===== config.mk =====
export PLATFORM = sky130hd
export DESIGN_NAME = sync_fifo_param
export DESIGN_NICKNAME = d
export VERILOG_FILES = /design/src/rtl/sync_fifo_param_pkg.sv /design/src/rtl/fifo_ram.sv /design/src/rtl/sync_fifo_param.sv
export SDC_FILE = /design/constraint.sdc
export NUM_CORES = 1
export LEC_CHECK = 0
export ABC_AREA = 1
export BUFFER_PORTS_ARGS = -buffer_cell sky130_fd_sc_hd__buf_4
export CAP_MARGIN = 30
export CORE_MARGIN = 10
export CORE_UTILIZATION = 38
export CTS_CLUSTER_SIZE = 20
export DETAILED_ROUTE_END_ITERATION = 12
export GPL_TIMING_DRIVEN = 0
export SETUP_SLACK_MARGIN = 0.1
export SYNTH_ARGS = -nofsm -noshare
export SYNTH_HDL_FRONTEND = slang
export SYNTH_SLANG_ARGS = --single-unit

===== constraint.sdc =====
create_clock -name clk -period 3.4 [get_ports clk]
set_input_delay 0.17 -clock clk [delete_from_list [all_inputs] [get_ports clk]]
set_output_delay 0.17 -clock clk [all_outputs]
set_load 0.03 [all_outputs]

===== src/rtl/sync_fifo_param_pkg.sv =====
// Shared constants and elaboration-time helpers for the parametrised synchronous FIFO.
package sync_fifo_param_pkg;

  localparam int unsigned FIFO_WIDTH_DEF = 32'd16;
  localparam int unsigned FIFO_DEPTH_DEF = 32'd16;

  function automatic int unsigned clog2(input int unsigned value);
    int unsigned result;
    result = 32'd0;
    for (int i = 0; i < 32; i++) begin
      if ((32'd1 << i) < value) begin
        result = i + 32'd1;
      end else begin
        result = result;
      end
    end
    return result;
  endfunction

  function automatic bit is_pow2(input int unsigned value);
    return (value >= 32'd2) && ((value & (value - 32'd1)) == 32'd0);
  endfunction

endpackage


===== src/rtl/fifo_ram.sv =====
// Simple dual-port storage: synchronous write, registered read with enable.
module fifo_ram #(
  parameter int WIDTH = 16,
  parameter int DEPTH = 16,
  parameter int AW    = 4
) (
  input  logic             clk,
  input  logic             rst_n,
  input  logic             wr_en_i,
  input  logic [AW-1:0]    wr_addr_i,
  input  logic [WIDTH-1:0] wr_data_i,
  input  logic             rd_en_i,
  input  logic [AW-1:0]    rd_addr_i,
  output logic [WIDTH-1:0] rd_data_o
);

  logic [WIDTH-1:0] mem_q [DEPTH];
  logic [WIDTH-1:0] rd_data_q;

  // Storage array write port; contents are deliberately left unreset.
  always_ff @(posedge clk) begin
    if (wr_en_i) begin
      mem_q[wr_addr_i] <= wr_data_i;
    end
  end

  // Read register: holds its value unless a read is accepted.
  always_ff @(posedge clk or negedge rst_n) begin
    if (!rst_n) begin
      rd_data_q <= '0;
    end else if (rd_en_i) begin
      rd_data_q <= mem_q[rd_addr_i];
    end
  end

  assign rd_data_o = rd_data_q;

endmodule


===== src/rtl/sync_fifo_param.sv =====
// Single-clock circular-buffer FIFO: pointer/level control, status flags and sticky errors.
module sync_fifo_param
  import sync_fifo_param_pkg::*;
#(
  parameter int WIDTH     = FIFO_WIDTH_DEF,
  parameter int DEPTH     = FIFO_DEPTH_DEF,
  parameter int AF_THRESH = DEPTH - 2,
  parameter int AE_THRESH = 2
) (
  input  logic                        clk,
  input  logic                        rst_n,
  input  logic                        flush,
  input  logic                        wr_en,
  input  logic [WIDTH-1:0]            wr_data,
  input  logic                        rd_en,
  output logic [WIDTH-1:0]            rd_data,
  output logic                        rd_valid,
  output logic                        full,
  output logic                        empty,
  output logic                        almost_full,
  output logic                        almost_empty,
  output logic [clog2(DEPTH):0]       level,
  output logic [clog2(DEPTH):0]       free_slots,
  output logic                        overflow,
  output logic                        underflow
);

  localparam int AW = clog2(DEPTH);
  localparam logic [AW:0] DEPTH_L = (AW+1)'(DEPTH);
  localparam logic [AW:0] AF_L    = (AW+1)'(AF_THRESH);
  localparam logic [AW:0] AE_L    = (AW+1)'(AE_THRESH);
  localparam logic [AW:0] ONE_L   = (AW+1)'(1);

  if (!is_pow2(DEPTH)) begin : g_depth_check
    $error("sync_fifo_param: DEPTH must be a power of two and at least 2");
  end
  if (WIDTH < 1) begin : g_width_check
    $error("sync_fifo_param: WIDTH must be at least 1");
  end

  logic [AW:0] wr_ptr_q, wr_ptr_d;
  logic [AW:0] rd_ptr_q, rd_ptr_d;
  logic [AW:0] level_q, level_d;
  logic        rd_valid_q, rd_valid_d;
  logic        overflow_q, overflow_d;
  logic        underflow_q, underflow_d;
  logic        full_s, empty_s, wr_acc_s, rd_acc_s, ram_we_s, ram_re_s;

  assign full_s   = (level_q == DEPTH_L);
  assign empty_s  = (level_q == '0);
  // A read at full frees the slot the write lands in, so both can proceed.
  assign rd_acc_s = rd_en & ~empty_s;
  assign wr_acc_s = wr_en & (~full_s | rd_acc_s);
  assign ram_we_s = wr_acc_s & ~flush;
  assign ram_re_s = rd_acc_s & ~flush;

  // Next-state for pointers, level, read strobe and sticky errors; flush wins.
  always_comb begin
    wr_ptr_d    = wr_ptr_q;
    rd_ptr_d    = rd_ptr_q;
    level_d     = level_q;
    rd_valid_d  = 1'b0;
    overflow_d  = overflow_q;
    underflow_d = underflow_q;
    if (flush) begin
      wr_ptr_d    = '0;
      rd_ptr_d    = '0;
      level_d     = '0;
      overflow_d  = 1'b0;
      underflow_d = 1'b0;
    end else begin
      if (wr_acc_s) begin
        wr_ptr_d = wr_ptr_q + ONE_L;
      end else begin
        wr_ptr_d = wr_ptr_q;
      end
      if (rd_acc_s) begin
        rd_ptr_d = rd_ptr_q + ONE_L;
      end else begin
        rd_ptr_d = rd_ptr_q;
      end
      case ({wr_acc_s, rd_acc_s})
        2'b10:   level_d = level_q + ONE_L;
        2'b01:   level_d = level_q - ONE_L;
        default: level_d = level_q;
      endcase
      rd_valid_d  = rd_acc_s;
      overflow_d  = overflow_q | (wr_en & ~wr_acc_s);
      underflow_d = underflow_q | (rd_en & empty_s);
    end
  end

  // Control state registers.
  always_ff @(posedge clk or negedge rst_n) begin
    if (!rst_n) begin
      wr_ptr_q    <= '0;
      rd_ptr_q    <= '0;
      level_q     <= '0;
      rd_valid_q  <= 1'b0;
      overflow_q  <= 1'b0;
      underflow_q <= 1'b0;
    end else begin
      wr_ptr_q    <= wr_ptr_d;
      rd_ptr_q    <= rd_ptr_d;
      level_q     <= level_d;
      rd_valid_q  <= rd_valid_d;
      overflow_q  <= overflow_d;
      underflow_q <= underflow_d;
    end
  end

  fifo_ram #(
    .WIDTH (WIDTH),
    .DEPTH (DEPTH),
    .AW    (AW)
  ) u_ram (
    .clk       (clk),
    .rst_n     (rst_n),
    .wr_en_i   (ram_we_s),
    .wr_addr_i (wr_ptr_q[AW-1:0]),
    .wr_data_i (wr_data),
    .rd_en_i   (ram_re_s),
    .rd_addr_i (rd_ptr_q[AW-1:0]),
    .rd_data_o (rd_data)
  );

  assign rd_valid     = rd_valid_q;
  assign full         = full_s;
  assign empty        = empty_s;
  assign almost_full  = (level_q >= AF_L);
  assign almost_empty = (level_q <= AE_L);
  assign level        = level_q;
  assign free_slots   = DEPTH_L - level_q;
  assign overflow     = overflow_q;
  assign underflow    = underflow_q;

endmodule


==> flow_summary.toml <==
[global_route]
antenna_found_initial = 0
grt_pass1_vias = 8075
busiest_layer = "met2"
met3_usage_pct = 2.08
use_met1_pct = 23.5
met2_usage_pct = 26.9
grt_first_pass_wirelength_um = 49600
overflow = 0
grt_usage_pct = 16.7
grt_max_degree = 33

[critical_path]
cp_common_cell = "nand2_1"
worst-r2r-setup-slack_ns = 0.16
critPathMaxFanout = 9
critPathRequiredTime_ns = 3.65
cp_num_buf_inv = 3
r2r-start = "level[0]"
cp_cell_sequence = "inv_1, ha_1, nand2_1, nor2_1, ha_1, inv_1, nand2_4, nand2_2, nand2_1, nor2_1, nand2_1, nor2_2, buf_8"
rr_worst_depth = 13
slowest_delay_ns = 0.56
reg2reg_to = "u_ram.mem_q[0][11]"
endpoint_kind = "flop"
crit_arrival_ns = 3.49
crit_type = "reg2reg"
cp_top_family = "simple AND/OR/NAND/NOR gates"
start_kind = "flop"
critPathSlowestCell = "nor2_2"

[floorplanning]
io_pins = 54
die_h_um = 197
start_util_pct = 38.7
design.die.area_um2 = 38800
num_rows = 64
core-area_um2 = 30700
die_width_um = 197

[yosys]
synth_edf_count = 256
synth_cell_types = 28
yosysWarnings = 0
synth_top_flop_cell = "edfxtp_1"
synth.cell_area_um2 = 11900
synth_seq_area_share_pct = 71.3
postSynthAreaPerCell_um2 = 11.2
syn_inst = 1059
synth_nets = 1093
async_flop_share_pct = 11.1
ys_ff_latch = 288

[route]
wl_um = 32900
drt_iter0_markers = 822
wl_per_cell_um = 20.4
drt-vias-per-instance = 5.23
drt-pass1-iter-count = 5
ant_nets = 0
drc = 0
vias = 8451

[layout]
area_growth_pct = 22.2
num_antenna_cells = 0
nets = 1230
drive_gt1_share_pct = 16.6

[sta]
rsz0062_at_grt = "yes"
period_share_pct = 95.3
slew_violations = 0
max_freq_mhz = 309
setup_tns_ns = 0
slew_headroom_pct = 51.5
tightest_slew_ns = 0.728
period_needed_ns = 3.24
hold_violations = 0
finClkSkew_ns = 0.0126
setup_viol = 0

[power_and_ir_drop]
p_per_area_nw_per_um2 = 771
p_total_w = 0.0112
peakVddDrop_mv = 0.399
p_leak_nw = 5.84

[clocking]
cts_buffers = 30
path_clk_slew_ns = 0.06
cts_root_buf = "clkbuf_16"
clk_latency_ns = 0.55
clk_path_buf_depth = 3
cts_tree = "done"
cts.sinks = 288
htreeDepth = 1

[hold_path]
hp-start = "wr_data[14]"
hold_class = "in2reg"
min_to = "u_ram.mem_q[1][14]"
hold-path-cell-count = 1

[placement]
gp_congestion = 0.842
io_buffers = 52
hpwl_um = 22400

[outcome]
status = "finished clean"

[job]
max-cap-violations = 0
## cell families (layout without fill, tap and decap cells)
family	count (synthesis)	count (layout)	share of synthesized area (%)
AOI/OAI and AO/OA	51	51	2.27
xor gates and xnor gates	2	2	0.147
adders and majority gates	13	13	1.43
buffers and inverters	81	242	3.16
DFF	288	288	71.3
and+or+nand+nor	624	624	21.7
## power breakdown
group          switching [W]  internal (W)  total (W)  leakage [nW]
registers           0.000135       0.00403    0.00416          2.72
logic                0.00255       0.00106    0.00362          2.61
clock network        0.00133       0.00211    0.00344         0.504
## layout by cell type (no fill, tap or decap), drive strengths merged
master       instances
xor2                 1
ha                  12
o211ai               1
nand3              154
edfxtp             256
inv                 27
fa                   1
a21oi               40
nor3                14
a211oi               1
dfrtp               32
clkinvlp             1
nor2                34
o21ai                7
clkinv              12
clkbuf              42
dlygate4sd3         19
bufinv               6
or2                  1
o21a                 1
a2111oi              1
nand2              421
xnor2                1
buf                135
## stage by stage
stage                     utilization (%)  instance area (um^2)  hold WS (ns)  setup slack [ns]  instances
after floorplan                         -                 11900        -0.126            -0.280       1059
after CTS                            46.7                 14400       0.00444           0.00450       1599
after global routing                 47.3                 14600       0.00558           -0.0789       1616
final                                47.3                 14600        0.0119             0.161       1616
after global placement               41.7                 12800         0.163             -1.29       1507
after detailed placement             42.7                 13100         0.162          -0.00173       1524
## registers in the layout, indices dropped and copies added, names as in the netlist
name and cells:
u_ram.mem_q 256, u_ram.rd_data_o 16, level 5, rd_ptr_q 4, wr_ptr_q 4, overflow 1
rd_valid 1, underflow 1
## Yosys cell counts, types with 2 or more instances
cell      instances  area (um^2)
a21oi_1          39          195
buf_1             3         11.3
buf_2            40          200
buf_4             6         45.0
clkbuf_1          4         15.0
dfrtp_1          32          801
edfxtp_1        256         7690
ha_1             12          150
inv_1            22         82.6
inv_2             5         18.8
nand2_1         418         1570
nand2_2           2         12.5
nand3_1         154          771
nor2_1           32          120
nor2_4            2         22.5
nor3_1           14         70.1
o21ai_0           7         35.0
## layout make-up
cell class	count	area, um^2
fill	2773	16200
sequential	288	8490
multi-input combinational	690	3190
timing repair buffer	105	971
clock buffer	38	802
tap	396	495
buffer	53	272
clock inverter	18	235
inverter	28	105
## worst max path at each step
stage	start	end	slack [ns]	cells after the start
3_3_place_gp	level[1]	u_ram.mem_q[13][9]	-1.29	12
5_1_grt	level[1]	u_ram.mem_q[12][9]	-0.08	13
6_report	level[0]	u_ram.mem_q[0][11]	0.16	13
3_5_place_dp	level[1]	u_ram.mem_q[1][12]	-0.002	13
2_1_floorplan	level[1]	u_ram.mem_q[10][0]	-0.28	12
4_1_cts	level[1]	u_ram.mem_q[13][8]	0.005	13
## timing repair
item,4_1_cts,5_1_grt
hold buffers,19,0
pin swaps,0,1
setup endpoints to repair,24,154
hold endpoints to repair,276,0
setup buffers,0,17
gates resized for setup,1,7
## worst register-to-register path, stage by stage, from the launching register on
cell and delay, ns:
dfrtp_1 0.47, inv_1 0.17, ha_1 0.24, nand2_1 0.07, nor2_1 0.06, ha_1 0.26, inv_1 0.11, nand2_4 0.08
nand2_2 0.10, nand2_1 0.10, nor2_1 0.25, nand2_1 0.23, nor2_2 0.56, buf_8 0.24
## routing by layer
metal | up-vias | wire length [um]
met2 | 384 | 15400
met4 | 0 | 744
met3 | 57 | 2950
met1 | 4109 | 13800
met5 | - | 0
li1 | 3901 | -
Power figures use the tool's default switching activity.
